## src/rtl/keypad_scanner.sv

```systemverilog
// 4x4 hex keypad scanner: drives one active-low row at a time, synchronizes the
// active-low columns, debounces press and release, and emits one key_valid pulse
// with the hex code for each accepted press.
module keypad_scanner #(
    parameter int unsigned SCAN_DIV     = 1000,
    parameter int unsigned DEBOUNCE_CNT = 1000000
) (
    input  logic       clk,
    input  logic       rst,
    input  logic [3:0] col_n,
    output logic [3:0] row_n,
    output logic [3:0] key_code,
    output logic       key_valid,
    output logic       key_down
);

    localparam int unsigned SLOT_W = (SCAN_DIV > 1) ? $clog2(SCAN_DIV) : 1;
    localparam int unsigned DEB_W  = (DEBOUNCE_CNT > 1) ? $clog2(DEBOUNCE_CNT) : 1;

    localparam logic [SLOT_W-1:0] SLOT_LAST = SLOT_W'(SCAN_DIV - 1);
    localparam logic [DEB_W-1:0]  DEB_LAST  = DEB_W'(DEBOUNCE_CNT - 1);

    typedef enum logic [1:0] {
        ST_SCAN    = 2'd0,
        ST_CONFIRM = 2'd1,
        ST_HELD    = 2'd2
    } state_t;

    // Synchronizer stages; idle columns are pulled up, so reset to all-high.
    logic [3:0]        col_meta;
    logic [3:0]        col_s;

    state_t            state_q,    state_d;
    logic [SLOT_W-1:0] slot_q,     slot_d;
    logic [DEB_W-1:0]  deb_q,      deb_d;
    logic [1:0]        row_idx_q,  row_idx_d;
    logic [1:0]        cand_row_q, cand_row_d;
    logic [1:0]        cand_col_q, cand_col_d;
    logic [3:0]        row_n_d;
    logic [3:0]        key_code_d;
    logic              key_valid_d;
    logic              key_down_d;

    // Lowest-index low column wins when several are pressed together.
    function automatic logic [1:0] first_low(input logic [3:0] c);
        logic [1:0] idx;
        if (!c[0])      idx = 2'd0;
        else if (!c[1]) idx = 2'd1;
        else if (!c[2]) idx = 2'd2;
        else            idx = 2'd3;
        return idx;
    endfunction

    // Keypad legend, indexed by row then column.
    function automatic logic [3:0] key_map(input logic [1:0] r, input logic [1:0] c);
        logic [3:0] code;
        case ({r, c})
            4'b00_00: code = 4'h1;
            4'b00_01: code = 4'h2;
            4'b00_10: code = 4'h3;
            4'b00_11: code = 4'hA;
            4'b01_00: code = 4'h4;
            4'b01_01: code = 4'h5;
            4'b01_10: code = 4'h6;
            4'b01_11: code = 4'hB;
            4'b10_00: code = 4'h7;
            4'b10_01: code = 4'h8;
            4'b10_10: code = 4'h9;
            4'b10_11: code = 4'hC;
            4'b11_00: code = 4'h0;
            4'b11_01: code = 4'hF;
            4'b11_10: code = 4'hE;
            default:  code = 4'hD;
        endcase
        return code;
    endfunction

    // Two-flop synchronizer for the asynchronous column inputs.
    always_ff @(posedge clk or posedge rst) begin
        if (rst) begin
            col_meta <= 4'b1111;
            col_s    <= 4'b1111;
        end else begin
            col_meta <= col_n;
            col_s    <= col_meta;
        end
    end

    // Scan / confirm / held next-state and registered-output logic.
    always_comb begin
        state_d     = state_q;
        slot_d      = slot_q;
        deb_d       = deb_q;
        row_idx_d   = row_idx_q;
        cand_row_d  = cand_row_q;
        cand_col_d  = cand_col_q;
        key_code_d  = key_code;
        key_valid_d = 1'b0;
        key_down_d  = key_down;

        unique case (state_q)
            ST_SCAN: begin
                if (slot_q == SLOT_LAST) begin
                    if (col_s == 4'b1111) begin
                        row_idx_d = row_idx_q + 2'd1;
                        slot_d    = '0;
                    end else begin
                        cand_row_d = row_idx_q;
                        cand_col_d = first_low(col_s);
                        deb_d      = '0;
                        state_d    = ST_CONFIRM;
                    end
                end else begin
                    slot_d = slot_q + SLOT_W'(1);
                end
            end

            ST_CONFIRM: begin
                if (col_s[cand_col_q]) begin
                    // Candidate released before it was stable long enough.
                    row_idx_d = row_idx_q + 2'd1;
                    slot_d    = '0;
                    state_d   = ST_SCAN;
                end else if (deb_q == DEB_LAST) begin
                    key_code_d  = key_map(cand_row_q, cand_col_q);
                    key_valid_d = 1'b1;
                    key_down_d  = 1'b1;
                    deb_d       = '0;
                    state_d     = ST_HELD;
                end else begin
                    deb_d = deb_q + DEB_W'(1);
                end
            end

            ST_HELD: begin
                if (col_s != 4'b1111) begin
                    // Any activity in the row restarts the release count.
                    deb_d = '0;
                end else if (deb_q == DEB_LAST) begin
                    key_down_d = 1'b0;
                    row_idx_d  = row_idx_q + 2'd1;
                    slot_d     = '0;
                    deb_d      = '0;
                    state_d    = ST_SCAN;
                end else begin
                    deb_d = deb_q + DEB_W'(1);
                end
            end

            default: begin
                state_d = ST_SCAN;
            end
        endcase

        row_n_d = ~(4'b0001 << row_idx_d);
    end

    // State, counters and registered outputs.
    always_ff @(posedge clk or posedge rst) begin
        if (rst) begin
            state_q    <= ST_SCAN;
            slot_q     <= '0;
            deb_q      <= '0;
            row_idx_q  <= 2'd0;
            cand_row_q <= 2'd0;
            cand_col_q <= 2'd0;
            row_n      <= 4'b1110;
            key_code   <= 4'h0;
            key_valid  <= 1'b0;
            key_down   <= 1'b0;
        end else begin
            state_q    <= state_d;
            slot_q     <= slot_d;
            deb_q      <= deb_d;
            row_idx_q  <= row_idx_d;
            cand_row_q <= cand_row_d;
            cand_col_q <= cand_col_d;
            row_n      <= row_n_d;
            key_code   <= key_code_d;
            key_valid  <= key_valid_d;
            key_down   <= key_down_d;
        end
    end

endmodule

```

## config.mk

```make
export PLATFORM = sky130hd
export DESIGN_NAME = keypad_scanner
export DESIGN_NICKNAME = d
export VERILOG_FILES = /design/src/rtl/keypad_scanner.sv
export SDC_FILE = /design/constraint.sdc
export NUM_CORES = 1
export LEC_CHECK = 0
export CORE_ASPECT_RATIO = 0.8
export CORE_UTILIZATION = 54
export CTS_CLUSTER_DIAMETER = 200
export DETAILED_ROUTE_END_ITERATION = 16
export GPL_TIMING_DRIVEN = 0
export PLACE_DENSITY = 0.76
export SYNTH_ARGS = -nofsm -noshare
export SYNTH_HDL_FRONTEND = slang
export SYNTH_SLANG_ARGS = --single-unit
```

## constraint.sdc

```tcl
create_clock -name clk -period 1.9 [get_ports clk]
set_input_delay 0.57 -clock clk [delete_from_list [all_inputs] [get_ports clk]]
set_output_delay 0.57 -clock clk [all_outputs]
set_load 0.01 [all_outputs]
```

==> impl_metrics.csv, run 1 <==
group,metric,value,unit
outcome,status,"finished, violations left",
outcome,violations,"setup timing",
worst_setup_path,startpoint,"deb_q[0]",
global_route,grt_pass1_wl,12.26,mm
pwr,vdd_ir_drop_max,0.5724,mV
floorplan,die_x,85.53,um
synth,synth_edf_count,0,
timing,fmax,0.4213,GHz
worst_setup_path,r2r_slack,-0.47,ns
place,dpl.hpwl,4.502,mm
final_layout,diodes,0,
global_route,grt_pass1_vias,2481,
clock_network,root_buffer,"clkbuf_8",
clock_network,cts_tree,"built",
timing,fin_ws,-0.4736,ns
place,pre_cts_ws,-0.4548,ns
floorplan,row_count,23,
synth,synth_top_cell_by_area,"dfrtp_1",
place,place_area,3321,um^2
floorplan,start_util,58.19,%
routing,wl_per_cell,21.31,um
final_layout,layout-drive-gt1-share,39.43,%
pwr,finalPower,2.108,mW
place,gp_congestion,0.8906,
synth,ys.flop_type,"dfrtp_1",
timing,worst_pin_slew,0.6595,ns
worst_setup_path,critPathLaunchType,"register",
clock_network,path_clk_slew,0.09,ns
global_route,grtUsageTotal,27.35,%
timing,hold_violations,0,
place,io_buffers,15,
timing,fin_crit_sh,124.9,%
clock_network,htreeDepth,2,
floorplan,dieArea,5887,um^2
global_route,grt_max_degree,57,
synth,yosysWarnings,0,
clock_network,numCtsBuffers,5,
worst_setup_path,r2r_start,"deb_q[0]",
worst_setup_path,crit_path_end,"deb_q[6]",
min_path,hold_depth,0,
synth,synth_cell_types,54,
place,dp_cells,400,
timing,tns,-8.507,ns
final_layout,utilization,81.55,%
clock_network,worstSkewPairLatency,0.31,ns
final_layout,syn2layout_area_growth,40.14,%
floorplan,die_y,68.83,um
final_layout,fin_cells,445,
synth,synth-seq-cells,56,
worst_setup_path,worstPathArrival,2.55,ns
routing,drc,0,
worst_setup_path,crit_required,2.07,ns
synth,syn_area,3014,um^2
timing,setup_viol,40,
clock_network,holdBufCountCts,0,
global_route,antenna_found_initial,0,
synth,async_flop_share,100.0,%
routing,ant_nets,0,
routing,dr_total_vias,3049,
worst_setup_path,crit_type,"reg2reg",
synth,yosysTopAreaCellShare,37.36,%
worst_setup_path,timing.rr.end,"deb_q[6]",
pwr,power.density,499.0,nW/um^2
routing,routed_wl,9.482,mm
clock_network,max-clock-path-buffers,2,
worst_setup_path,reg2regPathDepth,10,
min_path,hold_class,"reg2reg",
timing,grt_setup_unrepaired,"yes",
floorplan,core-area,5180,um^2
floorplan,io_pins,16,
pwr,p_leak,1.849,nW
synth,synth_area_leaders,"dfrtp_1 37%, dfstp_2 9.6%, o21ai_0 9.0%",
routing,drtPass1Iterations,6,
synth,ys_seq_area_share,46.95,%
routing,avgViaCountPerCell,6.852,
timing,timing.hold.ws,0.3603,ns
global_route,overflow,0,
job,cap_violations,0,
synth,syn_area_per_cell,9.332,um^2
synth,synthCells,323,
final_layout,nNetsFinal,397,
timing,drv_slew,0,
timing,relSlewSlack,55.87,%
timing,fin_crit,2.374,ns
timing,fin_skew,0.007895,ns
worst_setup_path,worst-path-max-fanout,5,
routing,drt-initial-drc-count,351,
final_layout,fin_area,4224,um^2
synth,syn_nets,338,
clock_network,cts_num_sinks,56,
worst_setup_path,endpoint_kind,"register",
==> sequential cells by signal (all words and copies together), names as in the netlist, 4 cells and up <==
signal and flops:
deb_q 20, slot_q 10, col_meta 4, col_s 4, key_code 4, row_n 4
==> where the power goes <==
group	internal (mW)	switching (mW)
clock network	0.465	0.379
registers	1.21	0.00785
logic	0.0170	0.0318
==> final cells by class <==
| class | count | area (um^2) |
|---|---|---|
| plain buffers | 6 | 77.57 |
| clock buffers | 7 | 96.34 |
| clock inverters | 1 | 30.03 |
| fillers | 274 | 955.9 |
| inverters | 11 | 45.04 |
| multi-input cells | 248 | 1957 |
| flip-flops and latches | 56 | 1421 |
| well taps | 62 | 77.57 |
| repair buffers | 54 | 519.2 |
==> Yosys cell counts (all sizes together), types with 6 or more instances <==
library cell	number
o21ai	54
dfrtp	45
nand2	38
nor2	27
nand3	18
and3	15
a21oi	12
dfstp	11
inv	11
ha	9
o31ai	8
nand4	6
==> metal layers <==
metal,wire [um],GRT usage [%],up-vias
met3,912,5.238,59
met5,0,0,-
met1,3932,40.15,1448
li1,-,-,1299
met4,390,9.167,0
met2,4247,41.00,243
==> what timing repair did <==
action / in CTS / in global routing
setup endpoints to repair: 42 / 42
gates resized for setup: 73 / 82
pin swaps: 22 / 34
cloned: 3 / 0
setup buffers: 26 / 10
==> worst min path at each step <==
stage | end | slack [ns] | from
after CTS | col_s[1] | 0.36 | col_meta[1]
after detailed placement | col_s[1] | 0.35 | col_meta[1]
after global placement | col_s[1] | 0.35 | col_meta[1]
after global routing | col_s[3] | 0.36 | col_meta[3]
final | col_s[2] | 0.36 | col_meta[2]
after floorplan | col_s[0] | 0.35 | col_meta[0]
==> cells by family after synthesis <==
family          synth area share, %
xor+xnor                     0.2906
mux                           2.449
compound gates                20.51
buf+inv                       2.491
fa+ha+maj                     3.736
flops                         46.95
simple gates                  23.58
==> cell usage in the layout (no fill, tap or decap), types with 3 or more instances in the layout <==
cell              n
nor2_2            6
nor2_4            5
o31ai_4           5
dfrtp_1          40
buf_4            24
nand2b_1          4
dfrtp_2           5
nor2_1           16
buf_6            14
and2_1            4
nand3_2           4
o21ai_2          14
clkdlybuf4s50_1  12
nand3_1          13
a21oi_2           6
clkbuf_8          9
inv_1            10
ha_1              5
dlygate4sd2_1     3
and3_1           11
nand2_2           4
dfstp_2          11
o21ai_1          29
nand4_1           4
a31oi_1           5
mux2i_1           4
a21oi_1           6
nand2_1          32
and3_4            3
o21ai_0          11
==> worst max-delay path, stage by stage (launching register included) <==
cell and delay [ns]:
dfrtp_1 0.42, ha_4 0.18, and3_4 0.24, nand4_4 0.18
buf_6 0.18, o211ai_1 0.25, buf_4 0.23, buf_6 0.15
nor2_2 0.05, o21ai_1 0.22, o21ai_1 0.14
Power figures use the tool's default switching activity.
==> run 2, diff against run 1 <==
Settings changed: PLACE_DENSITY 0.76 to unset, PLACE_DENSITY_LB_ADDON set to 0.05.
==> run 2 against run 1 <==
  * The run still ends with setup timing left
  * Setup slack improved by 0.24 ns
  * Sequential power about the same
  * Sequential share of layout area decreased by 0.11 points
  * Clock skew about the same
  * Power increased by 0.82%
  * Clock power increased by 2%
  * Die area unchanged
  * Highest routed layer unchanged
==> impl_metrics.csv, run 2 (synthesized netlist as in run 1, its figures left out) <==
group,metric,value,unit
outcome,status,"finished, violations left",
outcome,violations,"setup timing",
floorplan,die_x,85.53,um
worst_setup_path,worstPathArrival,2.35,ns
clock_network,numCtsBuffers,5,
routing,drtPass1Iterations,5,
worst_setup_path,cp.depth,7,
clock_network,worstSkewPairLatency,0.33,ns
pwr,vdd_ir_drop_max,0.4772,mV
floorplan,die_y,68.83,um
worst_setup_path,crit_type,"reg2reg",
worst_setup_path,startpoint,"deb_q[7]",
routing,drt-initial-drc-count,311,
worst_setup_path,cpMaxStageDelayCell,"or4b_4",
timing,fin_crit,2.137,ns
floorplan,io_pins,16,
final_layout,syn2layout_area_growth,41.22,%
min_path,hold_class,"reg2reg",
worst_setup_path,path_cells,"or4b_4 -> nor3_2 -> nand4_1 -> buf_6 -> a21oi_4 -> o21ai_0 -> a32o_1",
worst_setup_path,timing.rr.end,"state_q[0]",
clock_network,root_buffer,"clkbuf_8",
timing,fmax,0.4681,GHz
global_route,grtUsageTotal,27.45,%
pwr,power.density,499.3,nW/um^2
final_layout,diodes,0,
final_layout,layout-drive-gt1-share,42.78,%
global_route,grt_pass1_wl,12.19,mm
floorplan,start_util,58.19,%
pwr,p_leak,1.888,nW
global_route,antenna_found_initial,0,
final_layout,largest_reg_flops,20,
timing,worst_pin_slew,1.203,ns
clock_network,htreeDepth,2,
routing,avgViaCountPerCell,6.575,
final_layout,mostFrequentLayoutCells,"38 x buf_4, 35 x dfrtp_1, 28 x o21ai_1",
timing,relSlewSlack,19.64,%
timing,setup_viol,35,
final_layout,top_register,"deb_q",
global_route,overflow,0,
floorplan,dieArea,5887,um^2
final_layout,fin_area,4257,um^2
final_layout,fillers,267,
place,dpl.hpwl,4.451,mm
global_route,grt_pass1_vias,2473,
final_layout,final_common_cell,"buf_4",
routing,drt-met1-wl,3.849,mm
clock_network,path_clk_slew,0.09,ns
job,cap_violations,0,
routing,routed_wl,9.011,mm
timing,fin_ws,-0.2365,ns
place,gp_congestion,0.8555,
clock_network,holdBufCountCts,0,
routing,ant_nets,0,
routing,dr_total_vias,3005,
worst_setup_path,critPathLaunchType,"register",
worst_setup_path,critPathBufInv,1,
worst_setup_path,cp_top_family,"simple AND/OR/NAND/NOR gates",
timing,grt_setup_unrepaired,"yes",
routing,wl_met3,801,um
clock_network,cts_tree,"built",
floorplan,core-area,5180,um^2
timing,fin_skew,0.007406,ns
floorplan,row_count,23,
final_layout,top_regs,"deb_q (20), slot_q (10)",
place,io_buffers,15,
worst_setup_path,slowest_delay,0.55,ns
worst_setup_path,crit_path_end,"state_q[0]",
place,place_area,3321,um^2
routing,highest_layer,"met4",
worst_setup_path,r2r_slack,-0.24,ns
timing,hold_violations,0,
timing,drv_slew,0,
routing,drc,0,
timing,fin_crit_sh,112.4,%
worst_setup_path,reg2regPathDepth,7,
routing,wl_per_cell,19.72,um
routing,dr_wl_met2,3.997,mm
worst_setup_path,crit_required,2.11,ns
pwr,finalPower,2.125,mW
worst_setup_path,worst-path-max-fanout,6,
final_layout,nNetsFinal,409,
worst_setup_path,endpoint_kind,"register",
clock_network,max-clock-path-buffers,2,
clock_network,cts_num_sinks,56,
worst_setup_path,r2r_start,"deb_q[7]",
global_route,grt_max_degree,57,
run 2: changes by cell type in the layout (fill, tap and decap cells not counted), sizes merged:
| cell | previous run | this run |
|---|---|---|
| clkbuf | 11 | 10 |
| buf | 41 | 54 |
run 2: report_power, final:
part	internal [mW]	switching, mW	leakage [nW]
combinational	0.0144	0.0308	1.11
clock	0.465	0.398	0.0645
sequential	1.21	0.00899	0.716
total	1.69	0.438	1.89
run 2: worst reg2reg max path, cell delays in order (launching register included):
cell and delay (ns):
dfrtp_2 0.47, or4b_4 0.56, nor3_2 0.16, nand4_1 0.15, buf_6 0.17, a21oi_4 0.15
o21ai_0 0.14, a32o_1 0.24
run 2: worst min path at each step:
stage                     start  endpoint  cells after the start
floorplan           col_meta[0]  col_s[0]                      0
global placement    col_meta[3]  col_s[3]                      0
detailed placement  col_meta[1]  col_s[1]                      0
CTS                 col_meta[1]  col_s[1]                      0
global route        col_meta[0]  col_s[0]                      0
finish              col_meta[1]  col_s[1]                      0
run 2: repair_timing:
item | in CTS | in global routing
setup endpoints to repair | 44 | 42
gates cloned | 4 | 0
pin swaps | 20 | 36
endpoints found under the hold margin | 0 | 0
setup buffers | 26 | 23
resized for setup | 70 | 85
run 2: layer usage:
layer,vias to the layer above,track usage (%)
met3,50,5.119
met2,171,41.60
met5,-,0
met1,1457,40.08
li1,1327,-
met4,0,9.167
run 2: area by class of cell:
cell class / instances / area (um^2) / share of cell area (%)
buffer: 6 / 65.06 / 1.529
inverter: 11 / 45.04 / 1.058
clock inverter: 1 / 30.03 / 0.7055
sequential: 56 / 1428 / 33.54
tap: 62 / 77.57 / 1.822
multi-input combinational: 248 / 1933 / 45.41
clock buffer: 7 / 96.34 / 2.263
timing repair buffer: 66 / 581.8 / 13.67
run 2: metrics by stage:
| stage | worst slack [ns] | hold slack, ns | instances | utilization (%) | TNS [ns] |
|---|---|---|---|---|---|
| CTS | -0.2375 | 0.3609 | 437 | 73.99 | -2.132 |
| floorplan | -0.1814 | 0.3452 | 323 | - | -1.126 |
| global route | -0.3015 | 0.3644 | 457 | 82.17 | -7.484 |
| finish | -0.2365 | 0.3601 | 457 | 82.17 | -4.665 |
| global placement | -0.4887 | 0.3461 | 400 | 64.11 | -12.11 |
| detailed placement | -0.4806 | 0.3468 | 400 | 64.11 | -12.77 |
==> run 3, diff against run 2 <==
Settings changed: CORE_UTILIZATION 54 to 55, DONT_BUFFER_PORTS set to 1, PLACE_DENSITY set to 0.75, PLACE_DENSITY_LB_ADDON 0.05 to unset.
==> run 3 against run 2 <==
  * The run ends with DRC, setup timing left
  * Global-route usage is 0.93 points lower
  * Non-clock buffer count is 21 lower
  * Wire length is 5.5% lower
  * Hold slack worse by 0.11 ns
  * Sequential share of layout area is 1.9 points higher
  * Via count is 3.6% lower
  * Power is 11% lower
  * Critical path type unchanged
  * Largest cell class unchanged
  * Largest power group unchanged
  * Highest routed layer unchanged
==> impl_metrics.csv, run 3 (synthesized netlist as in run 1, its figures left out) <==
group,metric,value,unit
place,io_buffers,0,
timing,relSlewSlack,21.76,%
floorplan,die_x,84.77,um
clock_network,root_buffer,"clkbuf_8",
worst_setup_path,crit_required,2.10,ns
routing,drt-initial-drc-count,420,
timing,fmax,0.4310,GHz
worst_setup_path,worst-path-max-fanout,5,
global_route,antenna_found_initial,0,
timing,setup_viol,38,
worst_setup_path,crit_type,"reg2reg",
worst_setup_path,worstPathArrival,2.52,ns
routing,drc,1,
routing,wl_per_cell,19.53,um
floorplan,row_count,23,
final_layout,nNetsFinal,388,
worst_setup_path,timing.rr.end,"deb_q[3]",
worst_setup_path,critPathLaunchType,"register",
final_layout,final_common_cell,"dfrtp_1",
clock_network,cts_tree,"built",
pwr,power.density,471.4,nW/um^2
worst_setup_path,endpoint_kind,"register",
timing,grt_setup_unrepaired,"yes",
timing,hold_violations,0,
routing,avgViaCountPerCell,6.644,
pwr,vdd_ir_drop_max,0.5858,mV
final_layout,diodes,0,
floorplan,io_pins,16,
worst_setup_path,reg2regPathDepth,7,
job,cap_violations,0,
clock_network,numCtsBuffers,5,
final_layout,layout-drive-gt1-share,41.71,%
pwr,p_leak,1.800,nW
timing,worst_pin_slew,1.174,ns
global_route,met2_usage,40.04,%
global_route,grt_max_degree,57,
place,pre_cts_ws,-0.4295,ns
min_path,worstHoldStart,"col_n[3]",
global_route,busiest_layer,"met2",
worst_setup_path,r2r_slack,-0.42,ns
clock_network,max-clock-path-buffers,2,
global_route,grt_pass1_wl,11.65,mm
timing,fin_crit_sh,122.1,%
place,gp_congestion,0.8486,
outcome,violations,"DRC, setup timing",
timing,fin_crit,2.320,ns
timing,timing.hold.ws,0.2496,ns
worst_setup_path,r2r_start,"deb_q[7]",
outcome,status,"finished, violations left",
final_layout,largest_reg_flops,20,
clock_network,worstSkewPairLatency,0.31,ns
clock_network,holdBufCountCts,0,
routing,drtPass1Iterations,11,
floorplan,core-area,5151,um^2
min_path,hold_path_end,"col_meta[3]",
timing,drv_slew,0,
final_layout,top_register,"deb_q",
floorplan,die_y,68.22,um
floorplan,start_util,58.51,%
global_route,grt_use_met1,38.62,%
clock_network,path_clk_slew,0.09,ns
clock_network,cts_num_sinks,56,
global_route,grt_pass1_vias,2341,
timing,fin_ws,-0.4200,ns
pwr,finalPower,1.897,mW
min_path,hold_depth,0,
floorplan,dieArea,5782,um^2
clock_network,htreeDepth,2,
timing,fin_skew,0.008878,ns
global_route,use_met3,5.911,%
final_layout,top_regs,"deb_q (20), slot_q (10)",
routing,dr_total_vias,2897,
routing,ant_nets,0,
min_path,hold_class,"in2reg",
final_layout,mostFrequentLayoutCells,"37 x dfrtp_1, 30 x buf_4, 25 x nand2_1",
routing,routed_wl,8.516,mm
place,dpl.hpwl,4.327,mm
timing,tns,-6.284,ns
global_route,overflow,0,
final_layout,syn2layout_area_growth,33.50,%
global_route,grtUsageTotal,26.53,%
## run 3: cell types whose count changed in the layout (fill, tap and decap cells not counted), moves of 4 or more
cell and change:
clkdlybuf4s50_1 -12, buf_4 -8, o21ai_0 +4, o21ai_1 -4
## run 3: worst max-delay path, cell delays in order, from the launching register on
cell	delay (ns)
dfrtp_2	0.46
buf_6	0.13
or4b_1	0.54
nor3_1	0.23
nand4_1	0.27
buf_6	0.23
and3_4	0.17
a22o_1	0.18
## run 3: per-stage QoR
stage / std cells / util (%) / instance area [um^2]
global route: 436 / 78.12 / 4024
detailed placement: 385 / 61.55 / 3171
CTS: 424 / 71.29 / 3672
finish: 436 / 78.12 / 4024
floorplan: 323 / - / 3093
global placement: 385 / 61.55 / 3171
## run 3: per-layer routing
layer  wire length [um]  share of wire (%)
met3                762                8.9
met1               3754                 44
met5                  0                  0
met2               3749                 44
met4                249                2.9
## run 3: how the worst max path moves through the flow
stage          startpoint        end  slack, ns  depth (start not counted)
2_1_floorplan   slot_q[0]   row_n[1]      -0.18                          7
3_3_place_gp    slot_q[3]  slot_q[2]      -0.43                          6
3_5_place_dp    slot_q[0]   row_n[1]      -0.43                          7
4_1_cts          col_s[1]   row_n[1]      -0.22                          6
5_1_grt          deb_q[7]   deb_q[3]      -0.42                          7
6_report         deb_q[7]   deb_q[3]      -0.42                          7
## run 3: power breakdown
group / switching [mW] / internal, mW / leakage (nW) / total [mW]
registers: 0.00971 / 1.21 / 0.718 / 1.22
clock network: 0.383 / 0.259 / 0.0412 / 0.642
logic: 0.0292 / 0.00880 / 1.04 / 0.0380
## run 3: what timing repair did
action | 4_1_cts | 5_1_grt
endpoints found under the setup margin | 39 | 39
gates resized for setup | 63 | 79
setup buffers | 31 | 13
pin swaps | 25 | 33
cloned | 1 | 2
## run 3: area by class of cell
| cell class | count | area [um^2] |
|---|---|---|
| Buffer | 7 | 63.81 |
| Clock buffer | 6 | 72.57 |
| Timing Repair Buffer | 44 | 412.9 |
| Fill cell | 275 | 1127 |
| Tap cell | 62 | 77.57 |
| Sequential cell | 56 | 1425 |
| Clock inverter | 2 | 12.51 |
| Multi-Input combinational cell | 248 | 1914 |
| Inverter | 11 | 45.04 |
